--- src/rtl/ball_motion_pkg.sv ---
// ball_motion_pkg: shared types and widths for the pong ball block.
//   ball_state_t : ball controller states (IDLE, SERVE, PLAY, SCORED)
//   X_POS_W/Y_POS_W : screen coordinate widths (640x480 fits in 10 bits)
//   BALL_SPEED_W : width of a per-frame speed magnitude
//   sprite_t     : sprite bundle handed to renderer/collision stage
package ball_motion_pkg;

  localparam int X_POS_W      = 10;
  localparam int Y_POS_W      = 10;
  localparam int BALL_SPEED_W = 3;

  typedef enum logic [1:0] {
    IDLE   = 2'd0,
    SERVE  = 2'd1,
    PLAY   = 2'd2,
    SCORED = 2'd3
  } ball_state_t;

  typedef struct packed {
    logic [X_POS_W-1:0] x_pos;
    logic [Y_POS_W-1:0] y_pos;
    logic [X_POS_W-1:0] right;
    logic [Y_POS_W-1:0] bottom;
  } sprite_t;

endpackage

--- src/rtl/ball_motion_frame_delay_cnt.sv ---
// ball_motion_frame_delay_cnt: counts frame ticks while enabled.
//   clk_i, rst_ni : clock, async active-low reset
//   clr_i         : synchronous clear (held while not waiting for a serve)
//   tick_i        : qualified frame tick to count
//   done_o        : high in the cycle carrying the FRAMES-th tick
module ball_motion_frame_delay_cnt #(
  parameter int FRAMES = 60
) (
  input  logic clk_i,
  input  logic rst_ni,
  input  logic clr_i,
  input  logic tick_i,
  output logic done_o
);

  localparam int CNT_W = $clog2(FRAMES + 1);
  localparam logic [CNT_W-1:0] LAST = CNT_W'(FRAMES - 1);
  localparam logic [CNT_W-1:0] ONE  = CNT_W'(1);

  logic [CNT_W-1:0] cnt_r;

  // Tick counter; saturates at LAST since the owner leaves SERVE on done
  always_ff @(posedge clk_i or negedge rst_ni) begin
    if (!rst_ni) begin
      cnt_r <= {CNT_W{1'b0}};
    end else if (clr_i) begin
      cnt_r <= {CNT_W{1'b0}};
    end else if (tick_i && (cnt_r != LAST)) begin
      cnt_r <= cnt_r + ONE;
    end else begin
      cnt_r <= cnt_r;
    end
  end

  assign done_o = tick_i && (cnt_r == LAST);

endmodule

--- src/rtl/ball_motion.sv ---
// ball_motion: per-frame pong ball physics (wall bounce, paddle reflect,
// scoring). Optional paddle speed-up is enabled by defining BALL_SPEEDUP_EN.
//   clk_i          : pixel clock
//   rst_ni         : async active-low reset
//   frame_tick_i   : 1-cycle pulse per frame
//   serve_i        : start request, honoured only in IDLE
//   coll_left_i    : ball/left-paddle overlap level
//   coll_right_i   : ball/right-paddle overlap level
//   ball_o         : sprite x_pos, y_pos, right, bottom
//   score_left_o   : 1-cycle pulse, left player scored
//   score_right_o  : 1-cycle pulse, right player scored
//   in_play_o      : high while in PLAY
module ball_motion
  import ball_motion_pkg::*;
#(
  parameter int SCREEN_W     = 640,
  parameter int SCREEN_H     = 480,
  parameter int BALL_SIZE    = 8,
  parameter int SPEED_INIT   = 2,
  parameter int SPEED_MAX    = 6,
  parameter int SERVE_FRAMES = 60
) (
  input  logic    clk_i,
  input  logic    rst_ni,
  input  logic    frame_tick_i,
  input  logic    serve_i,
  input  logic    coll_left_i,
  input  logic    coll_right_i,
  output sprite_t ball_o,
  output logic    score_left_o,
  output logic    score_right_o,
  output logic    in_play_o
);

`ifdef BALL_SPEEDUP_EN
  localparam logic SPEEDUP = 1'b1;
`else
  localparam logic SPEEDUP = 1'b0;
`endif

  localparam logic [X_POS_W-1:0]        X_CTR    = X_POS_W'((SCREEN_W - BALL_SIZE) / 2);
  localparam logic [Y_POS_W-1:0]        Y_CTR    = Y_POS_W'((SCREEN_H - BALL_SIZE) / 2);
  localparam logic [X_POS_W-1:0]        X_BALL   = X_POS_W'(BALL_SIZE);
  localparam logic [Y_POS_W-1:0]        Y_BALL   = Y_POS_W'(BALL_SIZE);
  localparam logic signed [X_POS_W:0]   X_LIM    = (X_POS_W + 1)'(SCREEN_W - BALL_SIZE);
  localparam logic signed [Y_POS_W:0]   Y_LIM    = (Y_POS_W + 1)'(SCREEN_H - BALL_SIZE);
  localparam logic signed [Y_POS_W:0]   Y_STEP   = (Y_POS_W + 1)'(SPEED_INIT);
  localparam logic [BALL_SPEED_W-1:0]   SPD_INIT = BALL_SPEED_W'(SPEED_INIT);
  localparam logic [BALL_SPEED_W-1:0]   SPD_MAX  = BALL_SPEED_W'(SPEED_MAX);
  localparam logic [BALL_SPEED_W-1:0]   SPD_ONE  = BALL_SPEED_W'(1);

  ball_state_t               state_r, state_s;
  logic [X_POS_W-1:0]        x_r, x_s, right_r;
  logic [Y_POS_W-1:0]        y_r, y_s, bottom_r;
  logic                      dir_x_r, dir_x_s;   // 1 = moving right
  logic                      dir_y_r, dir_y_s;   // 1 = moving down
  logic [BALL_SPEED_W-1:0]   speed_x_r, speed_x_s;
  logic                      lat_left_r, lat_right_r;
  logic                      appl_l_s, appl_r_s, reflect_s;
  logic                      score_l_r, score_l_s, score_r_r, score_r_s;
  logic                      in_play_r;
  logic signed [X_POS_W:0]   x_step_s, x_wide_s;
  logic signed [Y_POS_W:0]   y_wide_s;
  logic                      serve_done_s, cnt_clr_s, cnt_tick_s;

  assign cnt_clr_s  = (state_r != SERVE);
  assign cnt_tick_s = frame_tick_i && (state_r == SERVE);

  ball_motion_frame_delay_cnt #(
    .FRAMES (SERVE_FRAMES)
  ) u_serve_cnt (
    .clk_i  (clk_i),
    .rst_ni (rst_ni),
    .clr_i  (cnt_clr_s),
    .tick_i (cnt_tick_s),
    .done_o (serve_done_s)
  );

  // Next-state and per-frame kinematics: reflect, step, wall bounce, score
  always_comb begin
    state_s   = state_r;
    x_s       = x_r;
    y_s       = y_r;
    dir_x_s   = dir_x_r;
    dir_y_s   = dir_y_r;
    speed_x_s = speed_x_r;
    score_l_s = 1'b0;
    score_r_s = 1'b0;
    reflect_s = 1'b0;
    // A collision seen in the tick cycle itself still counts
    appl_l_s  = lat_left_r | coll_left_i;
    appl_r_s  = lat_right_r | coll_right_i;
    x_step_s  = {(X_POS_W + 1){1'b0}};
    x_wide_s  = {(X_POS_W + 1){1'b0}};
    y_wide_s  = {(Y_POS_W + 1){1'b0}};
    case (state_r)
      IDLE: begin
        x_s = X_CTR;
        y_s = Y_CTR;
        if (serve_i) state_s = SERVE;
        else         state_s = IDLE;
      end
      SERVE: begin
        x_s = X_CTR;
        y_s = Y_CTR;
        if (serve_done_s) state_s = PLAY;
        else              state_s = SERVE;
      end
      PLAY: begin
        if (frame_tick_i) begin
          // Only a hit against the direction of travel reflects, so a
          // paddle overlapping for several frames flips the ball once.
          if (appl_l_s && !dir_x_r) begin
            dir_x_s   = 1'b1;
            reflect_s = 1'b1;
          end else if (appl_r_s && dir_x_r) begin
            dir_x_s   = 1'b0;
            reflect_s = 1'b1;
          end else begin
            dir_x_s   = dir_x_r;
            reflect_s = 1'b0;
          end
          if (SPEEDUP && reflect_s && (speed_x_r < SPD_MAX)) speed_x_s = speed_x_r + SPD_ONE;
          else                                                speed_x_s = speed_x_r;
          x_step_s = $signed({{(X_POS_W + 1 - BALL_SPEED_W){1'b0}}, speed_x_s});
          if (dir_x_s) x_wide_s = $signed({1'b0, x_r}) + x_step_s;
          else         x_wide_s = $signed({1'b0, x_r}) - x_step_s;
          if (dir_y_r) y_wide_s = $signed({1'b0, y_r}) + Y_STEP;
          else         y_wide_s = $signed({1'b0, y_r}) - Y_STEP;
          // Wall clamp: top is y<=0, bottom is y+BALL_SIZE>=SCREEN_H
          if (y_wide_s[Y_POS_W] || (y_wide_s == {(Y_POS_W + 1){1'b0}})) begin
            y_s     = {Y_POS_W{1'b0}};
            dir_y_s = 1'b1;
          end else if (y_wide_s >= Y_LIM) begin
            y_s     = Y_LIM[Y_POS_W-1:0];
            dir_y_s = 1'b0;
          end else begin
            y_s     = y_wide_s[Y_POS_W-1:0];
            dir_y_s = dir_y_r;
          end
          // Miss: serve next toward the player who lost the point
          if (x_wide_s[X_POS_W]) begin
            score_r_s = 1'b1;
            dir_x_s   = 1'b0;
            x_s       = X_CTR;
            y_s       = Y_CTR;
            speed_x_s = SPD_INIT;
            state_s   = SCORED;
          end else if (x_wide_s > X_LIM) begin
            score_l_s = 1'b1;
            dir_x_s   = 1'b1;
            x_s       = X_CTR;
            y_s       = Y_CTR;
            speed_x_s = SPD_INIT;
            state_s   = SCORED;
          end else begin
            x_s     = x_wide_s[X_POS_W-1:0];
            state_s = PLAY;
          end
        end else begin
          state_s = PLAY;
        end
      end
      SCORED: begin
        x_s     = X_CTR;
        y_s     = Y_CTR;
        state_s = SERVE;
      end
      default: begin
        state_s = IDLE;
      end
    endcase
  end

  // State, ball kinematics and registered outputs
  always_ff @(posedge clk_i or negedge rst_ni) begin
    if (!rst_ni) begin
      state_r   <= IDLE;
      x_r       <= X_CTR;
      y_r       <= Y_CTR;
      right_r   <= X_CTR + X_BALL;
      bottom_r  <= Y_CTR + Y_BALL;
      dir_x_r   <= 1'b1;
      dir_y_r   <= 1'b1;
      speed_x_r <= SPD_INIT;
      score_l_r <= 1'b0;
      score_r_r <= 1'b0;
      in_play_r <= 1'b0;
    end else begin
      state_r   <= state_s;
      x_r       <= x_s;
      y_r       <= y_s;
      right_r   <= x_s + X_BALL;
      bottom_r  <= y_s + Y_BALL;
      dir_x_r   <= dir_x_s;
      dir_y_r   <= dir_y_s;
      speed_x_r <= speed_x_s;
      score_l_r <= score_l_s;
      score_r_r <= score_r_s;
      in_play_r <= (state_s == PLAY);
    end
  end

  // Collision latches: accumulate between ticks, cleared at every tick
  always_ff @(posedge clk_i or negedge rst_ni) begin
    if (!rst_ni) begin
      lat_left_r  <= 1'b0;
      lat_right_r <= 1'b0;
    end else if (frame_tick_i) begin
      lat_left_r  <= 1'b0;
      lat_right_r <= 1'b0;
    end else begin
      lat_left_r  <= lat_left_r | coll_left_i;
      lat_right_r <= lat_right_r | coll_right_i;
    end
  end

  assign ball_o.x_pos   = x_r;
  assign ball_o.y_pos   = y_r;
  assign ball_o.right   = right_r;
  assign ball_o.bottom  = bottom_r;
  assign score_left_o   = score_l_r;
  assign score_right_o  = score_r_r;
  assign in_play_o      = in_play_r;

endmodule

--- config.mk ---
export PLATFORM = sky130hd
export DESIGN_NAME = ball_motion
export DESIGN_NICKNAME = d
export VERILOG_FILES = /design/src/rtl/ball_motion_pkg.sv /design/src/rtl/ball_motion_frame_delay_cnt.sv /design/src/rtl/ball_motion.sv
export SDC_FILE = /design/constraint.sdc
export NUM_CORES = 1
export LEC_CHECK = 0
export ABC_AREA = 0
export ABC_CLOCK_PERIOD_IN_PS = 3880
export CORE_UTILIZATION = 30
export DETAILED_ROUTE_END_ITERATION = 7
export SLEW_MARGIN = 20
export SYNTH_ARGS = -nofsm -noshare
export SYNTH_HDL_FRONTEND = slang
export SYNTH_SLANG_ARGS = --single-unit
--- constraint.sdc ---
create_clock -name clk_i -period 3.88 [get_ports clk_i]
set_input_delay 0.582 -clock clk_i [delete_from_list [all_inputs] [get_ports clk_i]]
set_output_delay 0.582 -clock clk_i [all_outputs]
set_load 0.05 [all_outputs]
==> results of run 1 <==
## metrics by stage
stage          power [W]  setup TNS [ns]
2_1_floorplan  0.0006082               0
3_3_place_gp   0.0006350         -0.9754
3_5_place_dp   0.0006370          -2.282
4_1_cts        0.0009555               0
5_1_grt        0.0009916        -0.03591
6_report       0.0009487               0
## worst min path at each step
stage | start | endpoint | slack [ns] | depth (start not counted)
after CTS | rst_ni | right_r[5] | 0.50 | 1
after detailed placement | lat_right_r | lat_right_r | 0.52 | 2
after global routing | rst_ni | right_r[5] | 0.31 | 1
final | rst_ni | x_r[6] | 0.26 | 1
after global placement | lat_right_r | lat_right_r | 0.51 | 2
after floorplan | rst_ni | bottom_r[1] | 0.29 | 0
## final cells by class
type	instances	area share, %
Tap cell	133	4.138
Sequential cell	47	29.81
Multi-Input combinational cell	252	45.80
Clock inverter	2	0.4045
Inverter	12	1.120
Clock buffer	6	2.054
Timing Repair Buffer	75	16.68
## cells by family (layout without fill, tap and decap cells)
kind of cell	Yosys count	count (layout)	share of synthesized area (%)
compound gates	89	89	23.39
mux	3	3	0.9976
other cells	1	4	0.1196
fa+ha+maj	12	12	5.028
simple gates	122	122	20.55
buf+inv	33	95	5.546
xor+xnor	22	22	6.145
flops	47	47	38.23
## cells in the final DEF (no fill, tap or decap), drive strengths merged, types with 6 or more instances in the layout
| master | count |
|---|---|
| clkdlybuf4s50 | 43 |
| buf | 32 |
| dfrtp | 29 |
| nor2 | 27 |
| nand2 | 24 |
| o21ai | 20 |
| dfstp | 18 |
| xnor2 | 16 |
| inv | 12 |
| ha | 11 |
| nand3 | 10 |
| nand4 | 9 |
| nor3 | 9 |
| a21oi | 9 |
| or3 | 8 |
| nor2b | 6 |
| xor2 | 6 |
| clkbuf | 6 |
## power breakdown
| part | switching, W | internal [W] |
|---|---|---|
| Sequential | 0.0000271 | 0.000516 |
| Clock | 0.000174 | 0.000146 |
| Combinational | 0.0000497 | 0.0000368 |
## state kept, by name (all words and copies together), names as in the netlist
| register | flops |
|---|---|
| bottom_r | 9 |
| right_r | 9 |
| x_r | 7 |
| y_r | 7 |
| u_serve_cnt.cnt_r | 6 |
| state_r | 2 |
| dir_x_r | 1 |
| dir_y_r | 1 |
| in_play_o | 1 |
| lat_left_r | 1 |
| lat_right_r | 1 |
| score_left_o | 1 |
| score_right_o | 1 |
## critical path: stages
cell and delay [ns]:
clkdlybuf4s50_1 0.48, o21a_1 0.18, nor2_4 0.06, xnor2_1 0.12, ha_1 0.20, or4_4 0.46
a211oi_2 0.27, buf_4 0.16, o21ai_0 0.16, o211ai_2 0.17, o32ai_4 0.13, or2_1 0.25
buf_4 0.17, o21ai_4 0.21, nand4_1 0.14, xnor2_1 0.20
## layer usage
metal  vias up  routed length, um  GRT usage (%)
met2        79               3826          23.05
met1      1318               3958          21.97
met3         8                336          1.566
met4         0                108          5.408
met5         -                  0              0
li1       1337                  -              -
==> run summary, run 1 <==
Worst EP arrival: 3.94 ns
Pre-antenna DRT Iters: 5
Post-CTS Setup Bufs: 0
clock slew at reported path FFs: 0.09 ns
die width: 104.2 um
Syn Area/Cell: 9.530 um^2
clk sink count: 47
Highest Clock Rate: 0.2694 GHz
buffers added on ports: 44
Worst setup EP type: flop
largest net degree at the start of global routing: 48
root buf cell: clkbuf_8
reg2reg start: dir_y_r
Synth Warn #: 0
Startpoint Class: input port
final hold violation count: 0
final WL: 8229 um
Max Slew Vio Count: 0
initial drt markers: 219
starting density of the core: 31.50%
count leader, synth: dfrtp_1
dpl cells: 519
Post-CTS Hold Fix Bufs: 0
flop2flop setup slack: 0.27 ns
Rows: 36
R2R cell count: 11
reg2reg end: bottom_r[7]
CTS tree: done
sequential area share after synthesis: 38.23%
FF+latch area: 1199 um^2
Static Leak: 1.590 nW
Max-cap violations: 0
number of H-tree levels: 2
post-DP HPWL: 6092 um
vias per cell: 5.203
final instance area: 4021 um^2
number of flops mapped to enable cells by yosys: 0
vias in the first global route: 2,540
Post-synth ARST share: 100.0%
CP Class: in2reg
pwr/cell area: 235.9 nW/um^2
cell count after synthesis: 329
Max VDD drop: 0.1477 mV
antenna violations before repair: 0
via count: 2,742
Core Region: 9955 um^2
Max Root-Sink Buffers: 2
Hold WS: 0.2569 ns
final worst path period share: 95.66%
DRC: 0
GRT Total Usage: 15.10%
RSZ-0062 raised after global routing: true
Yosys top cell area share: 23.14%
most instantiated cells after synthesis: 29 x dfrtp_1, 26 x nor2_1, 24 x nand2_1
mapped cell area: 3136 um^2
worst min path class: in2async
Main synth FF type: dfrtp_1
I/O pin cnt: 49
multi-input logic area: 1842 um^2
Netlist cell types: 74
post-layout worst setup margin: 0.1684 ns
crit path capture: bottom_r[7]
Clock Latency Late Sink: 0.31 ns
CP startpoint: coll_right_i
main area contributors after synthesis: dfrtp_1 23%, dfstp_2 15%, xnor2_1 4.5%
Routed WL per cell: 15.61 um
Rel. slew slack: 48.51%
setup violators final: 0
min cycle time layout: 3.712 ns
Placement Setup Slack: -0.2447 ns
number of synthesized register bits: 47
die area: 10,860 um^2
global route total overflow: 0
# diodes: 0
area delta synth->final: 28.25%
number of fill cells in the layout: 999
first-pass GRT wire length: 13,120 um
placed cell areas: 3871 um^2
Crit Path Max Fanout: 5
Die Ht: 104.2 um
status: finished, final reports clean
layout cells sized above 1: 23.10%
Finished Layout Cells: 527
critical path required time: 4.11 ns
cts repair resizes: 0
nets: 411
Yosys top cell by area: dfrtp_1
Layout Skew: 0.009192 ns
Antenna Nets Post-Route: 0
Worst Tran Pin Value: 0.7708 ns
utilization after layout: 40.40%
RePlAce Congestion: 0.8967
TritonCTS buffer count: 5
(Power assumes the default switching activity.)
==> run 2, diff against run 1 <==
Settings changed: SKIP_LAST_GASP set to 1.
==> run 2 against run 1 <==
  * Total power about the same
  * Utilization down 0.050 points
  * Register-to-register slack about the same
  * Via count down 1.1%
  * Maximum frequency up 0.18%
  * Highest routed layer unchanged
  * Global-route usage unchanged
  * Largest cell class unchanged
  * Design area down 0.12%
  * Non-clock buffer count unchanged
  * Cell count unchanged
==> run summary, run 2 (synthesis gave the netlist of run 1 again) <==
reg2reg start: dir_y_r
via count: 2,711
first-pass GRT wire length: 13,120 um
area delta synth->final: 28.09%
clock slew at reported path FFs: 0.09 ns
Max VDD drop: 0.1476 mV
Switching Fraction: 26.32%
final WL: 8197 um
Net Sw Power: 0.0002495 W
pwr/cell area: 236.0 nW/um^2
status: finished, final reports clean
die width: 104.2 um
most frequent cells in the layout: 43 x clkdlybuf4s50_1, 32 x buf_4, 29 x dfrtp_1, 25 x nor2_1, 24 x nand2_1
Clock Power Share: 33.6%
CTS tree: done
worst min path class: in2async
Finished Layout Cells: 527
CP startpoint: coll_right_i
starting density of the core: 31.50%
RSZ-0062 raised after global routing: true
Cell Int Power: 0.0006983 W
Rel. slew slack: 46.18%
min cycle time layout: 3.705 ns
Startpoint Class: input port
R2R cell count: 11
Sequential Power Share: 57.3%
Worst path top cell family by delay: compound AO/OA/AOI/OAI gates
layout cells sized above 1: 22.84%
initial drt markers: 211
cts repair resizes: 0
Max Root-Sink Buffers: 2
Design Power: 0.0009478 W
global route total overflow: 0
CP Cell Sequence: clkdlybuf4s50_1 > o21a_1 > nor2_4 > xnor2_1 > ha_1 > or4_4 > a211oi_2 > or3_1 > o211ai_2 > o32ai_4 > buf_4 > o22a_1 > ha_1 > and2_1 > nand4_1 > xnor2_1
reg2reg end: bottom_r[7]
Clock Latency Late Sink: 0.31 ns
most common cell after layout, fill and taps aside: clkdlybuf4s50_1
Rows: 36
buffers added on ports: 44
GRT Total Usage: 15.10%
part of the power in combinational logic: 9.1%
Worst Tran Pin Value: 0.8056 ns
final worst path period share: 95.49%
Largest regs: bottom_r (9), right_r (9)
Core Region: 9955 um^2
Highest Clock Rate: 0.2699 GHz
Layout Skew: 0.008297 ns
DRC: 0
post-DP HPWL: 6092 um
# diodes: 0
buffers and inverters on the worst path: 2
die area: 10,860 um^2
TritonCTS buffer count: 5
Post-CTS Setup Bufs: 0
critical path required time: 4.07 ns
vias per cell: 5.144
Worst EP arrival: 3.90 ns
Max Slew Vio Count: 0
Max-cap violations: 0
number of H-tree levels: 2
dpl cells: 519
Antenna Nets Post-Route: 0
nets: 411
CP max-delay cell: clkdlybuf4s50_1
utilization after layout: 40.35%
RePlAce Congestion: 0.8967
Crit Path Max Fanout: 6
Die Ht: 104.2 um
Routed WL per cell: 15.55 um
Pre-antenna DRT Iters: 4
final hold violation count: 0
clk sink count: 47
CP Class: in2reg
Worst setup EP type: flop
root buf cell: clkbuf_8
largest net degree at the start of global routing: 48
setup violators final: 0
I/O pin cnt: 49
Post-CTS Hold Fix Bufs: 0
vias in the first global route: 2,540
Static Leak: 1.592 nW
Worst path max stage delay: 0.48 ns
number of fill cells in the layout: 999
antenna violations before repair: 0
flop2flop setup slack: 0.26 ns
[run 2: cell counts in the layout (fill, tap and decap cells not counted)]
Identical to the previous run, type by type.
[run 2: worst reg2reg max path, stage by stage, from the launching register on]
cell	delay, ns
dfstp_2	0.61
inv_1	0.19
ha_1	0.49
o211ai_1	0.17
o211a_1	0.28
nor4b_1	0.38
nor3_1	0.16
a41oi_1	0.39
nand4_1	0.18
a21oi_1	0.33
nand4_1	0.16
xnor2_1	0.20
[run 2: power by group through the flow]
stage | clock network [W] | registers (W) | logic, W
floorplan | 0 | 0.000545 | 0.0000633
global placement | 0 | 0.000550 | 0.0000851
detailed placement | 0 | 0.000550 | 0.0000866
CTS | 0.000326 | 0.000542 | 0.0000874
global route | 0.000347 | 0.000546 | 0.0000985
finish | 0.000318 | 0.000543 | 0.0000865
[run 2: area by class of cell]
| type | count | area (um^2) | area share (%) |
|---|---|---|---|
| Inverter | 12 | 45.04 | 1.121 |
| Timing Repair Buffer | 75 | 670.6 | 16.70 |
| Clock buffer | 6 | 82.58 | 2.056 |
| Clock inverter | 2 | 16.27 | 0.4050 |
| Sequential cell | 47 | 1199 | 29.84 |
| Tap cell | 133 | 166.4 | 4.143 |
| Multi-Input combinational cell | 252 | 1837 | 45.73 |
[run 2: routing by layer]
layer / vias up / track usage, % / share of wire (%)
met5: - / 0 / 0
met4: 0 / 5.408 / 1.5
met3: 8 / 1.566 / 3.7
met2: 70 / 23.05 / 46
met1: 1293 / 21.97 / 49
li1: 1340 / - / -
[run 2: how the worst max path moves through the flow]
| stage | end | slack, ns | cells past startpoint |
|---|---|---|---|
| 2_1_floorplan | right_r[9] | 0.03 | 16 |
| 3_3_place_gp | right_r[9] | -0.14 | 16 |
| 3_5_place_dp | right_r[9] | -0.24 | 17 |
| 4_1_cts | right_r[9] | 0.02 | 17 |
| 5_1_grt | right_r[8] | -0.02 | 16 |
| 6_report | right_r[9] | 0.17 | 16 |
[run 2: per-stage QoR]
step	setup slack, ns	TNS [ns]	hold WS, ns	cell area, um^2
2_1_floorplan	0.02504	0	0.2864	3166
3_3_place_gp	-0.1382	-0.9754	0.5145	3871
3_5_place_dp	-0.2447	-2.282	0.5199	3871
4_1_cts	0.01717	0	0.5031	3970
5_1_grt	-0.02090	-0.02998	0.3084	4016
6_report	0.1749	0	0.2601	4016
==> run 3, diff against run 2 <==
Settings changed: SETUP_SLACK_MARGIN set to 0.3.
==> run 3 against run 2 <==
  * Total power about the same
  * Via count up 1.2%
  * Die area unchanged
  * Utilization up 1.6 points
  * Setup slack better by 0.17 ns
  * Critical path type unchanged
  * First-iteration DRC count down 44%
  * Non-clock buffer count up 7
  * Count of clock-buffer cells in the layout down 1
==> run summary, run 3 (synthesis gave the netlist of run 1 again) <==
status: finished, final reports clean
setup violators final: 0
Pre-antenna DRT Iters: 4
Max Root-Sink Buffers: 2
DRC: 0
Rel. slew slack: 46.90%
most frequent cells in the layout: 41 x clkdlybuf4s50_1, 36 x buf_4, 29 x dfrtp_1, 25 x nor2_1, 24 x nand2_1
Core Region: 9955 um^2
starting density of the core: 31.50%
vias per cell: 5.137
TritonCTS buffer count: 5
dpl cells: 521
GRT Total Usage: 14.99%
Layout Skew: 0.01386 ns
die area: 10,860 um^2
CP Cell Sequence: dlygate4sd2_1 > nor3_4 > nor2_4 > xnor2_2 > ha_2 > or4_4 > a211oi_4 > or3_4 > o211ai_4 > o32ai_4 > o31ai_1 > buf_4 > a2bb2oi_4 > ha_2 > and2_1 > nand4_1 > xnor2_1
Max-cap violations: 0
part of the power in combinational logic: 9.6%
RePlAce Congestion: 0.8501
layout cells sized above 1: 27.43%
area delta synth->final: 33.16%
Net Sw Power: 0.0002615 W
final worst path period share: 91.10%
Worst Tran Pin Value: 0.7949 ns
Antenna Nets Post-Route: 0
Highest Clock Rate: 0.2829 GHz
min cycle time layout: 3.535 ns
first-pass GRT wire length: 13,190 um
worst min path class: in2async
vias in the first global route: 2,592
Routed WL per cell: 15.25 um
pwr/cell area: 226.8 nW/um^2
root buf cell: clkbuf_8
Cell Int Power: 0.0006857 W
CP dominant cell by count: ha_2
global route total overflow: 0
Worst path top cell family by delay: simple AND/OR/NAND/NOR gates
Crit Path Max Fanout: 4
Worst setup EP type: flop
Finished Layout Cells: 534
Switching Fraction: 27.61%
final WL: 8143 um
I/O pin cnt: 49
CTS tree: done
Design Power: 0.0009471 W
Clock Power Share: 33.0%
clk sink count: 47
clock slew at reported path FFs: 0.10 ns
Die Ht: 104.2 um
Clock Latency Late Sink: 0.30 ns
Startpoint Class: input port
CP Class: in2reg
Largest regs: bottom_r (9), right_r (9)
final hold violation count: 0
buffers and inverters on the worst path: 2
Sequential Power Share: 57.4%
Max VDD drop: 0.1154 mV
initial drt markers: 119
antenna violations before repair: 0
die width: 104.2 um
Max Slew Vio Count: 0
number of fill cells in the layout: 966
critical path required time: 4.07 ns
CP max-delay cell: or4_4
Rows: 36
nets: 418
Hold WS: 0.3158 ns
Worst EP arrival: 3.72 ns
post-DP HPWL: 5903 um
Worst path max stage delay: 0.52 ns
largest net degree at the start of global routing: 32
Static Leak: 1.650 nW
buffers added on ports: 44
RSZ-0062 raised after global routing: true
# diodes: 0
most common cell after layout, fill and taps aside: clkdlybuf4s50_1
number of H-tree levels: 2
Post-CTS Hold Fix Bufs: 0
via count: 2,743
[run 3: power by group through the flow]
stage | combinational, W | sequential (W) | clock, W
final | 0.0000909 | 0.000544 | 0.000312
after global routing | 0.000104 | 0.000548 | 0.000346
after CTS | 0.0000908 | 0.000543 | 0.000322
after detailed placement | 0.0000909 | 0.000551 | 0
after global placement | 0.0000886 | 0.000550 | 0
after floorplan | 0.0000639 | 0.000545 | 0
[run 3: per-stage QoR]
step           worst slack, ns  util [%]  TNS, ns  instance area (um^2)
2_1_floorplan           0.1329         -        0                  3214
3_3_place_gp          -0.09462     39.53  -0.4514                  3935
3_5_place_dp           -0.1356     39.53   -1.028                  3935
4_1_cts                 0.2899     40.71        0                  4053
5_1_grt                 0.2158     41.94        0                  4175
6_report                0.3452     41.94        0                  4175
[run 3: area by class of cell]
type	instances	area (um^2)	area share (%)
Clock buffer	5	68.82	1.648
Multi-Input combinational cell	252	1948	46.66
Clock inverter	3	22.52	0.5394
Inverter	12	45.04	1.079
Timing Repair Buffer	82	725.7	17.38
Tap cell	133	166.4	3.986
Sequential cell	47	1199	28.71
[run 3: final timing paths]
check                       startpoint     endpoint  slack, ns  depth (start not counted)
setup / recovery           coll_left_i   right_r[9]       0.35                         17
hold / removal                  rst_ni   right_r[3]       0.32                          1
max in group asynchronous       rst_ni  bottom_r[7]       2.78                          2
min in group clk_i          state_r[1]   state_r[0]       0.54                          2
hold reg to reg             state_r[1]   state_r[0]       0.54                          2
setup reg to reg               dir_x_r   right_r[9]       0.35                         16
[run 3: routing by layer]
layer	GRT usage, %	share of wire, %	up-vias
met1	20.53	48	1319
li1	-	-	1356
met4	5.714	2.5	0
met5	0	0	-
met2	24.10	47	56
met3	1.817	2.5	12
[run 3: what timing repair did]
item | 4_1_cts | 5_1_grt
hold endpoints to repair | 0 | 0
endpoints found under the setup margin | 11 | 12
pin swaps | 10 | 9
setup buffers | 2 | 3
resized for setup | 6 | 18
[run 3: worst register-to-register path, delay by kind of cell (launching register included)]
family	cells	cell delay (ns)
AOI/OAI and AO/OA	6	1.01
DFF	1	0.62
adders and majority gates	2	0.37
xor gates and xnor gates	2	0.29
and+or+nand+nor	5	0.95
buffers and inverters	1	0.17
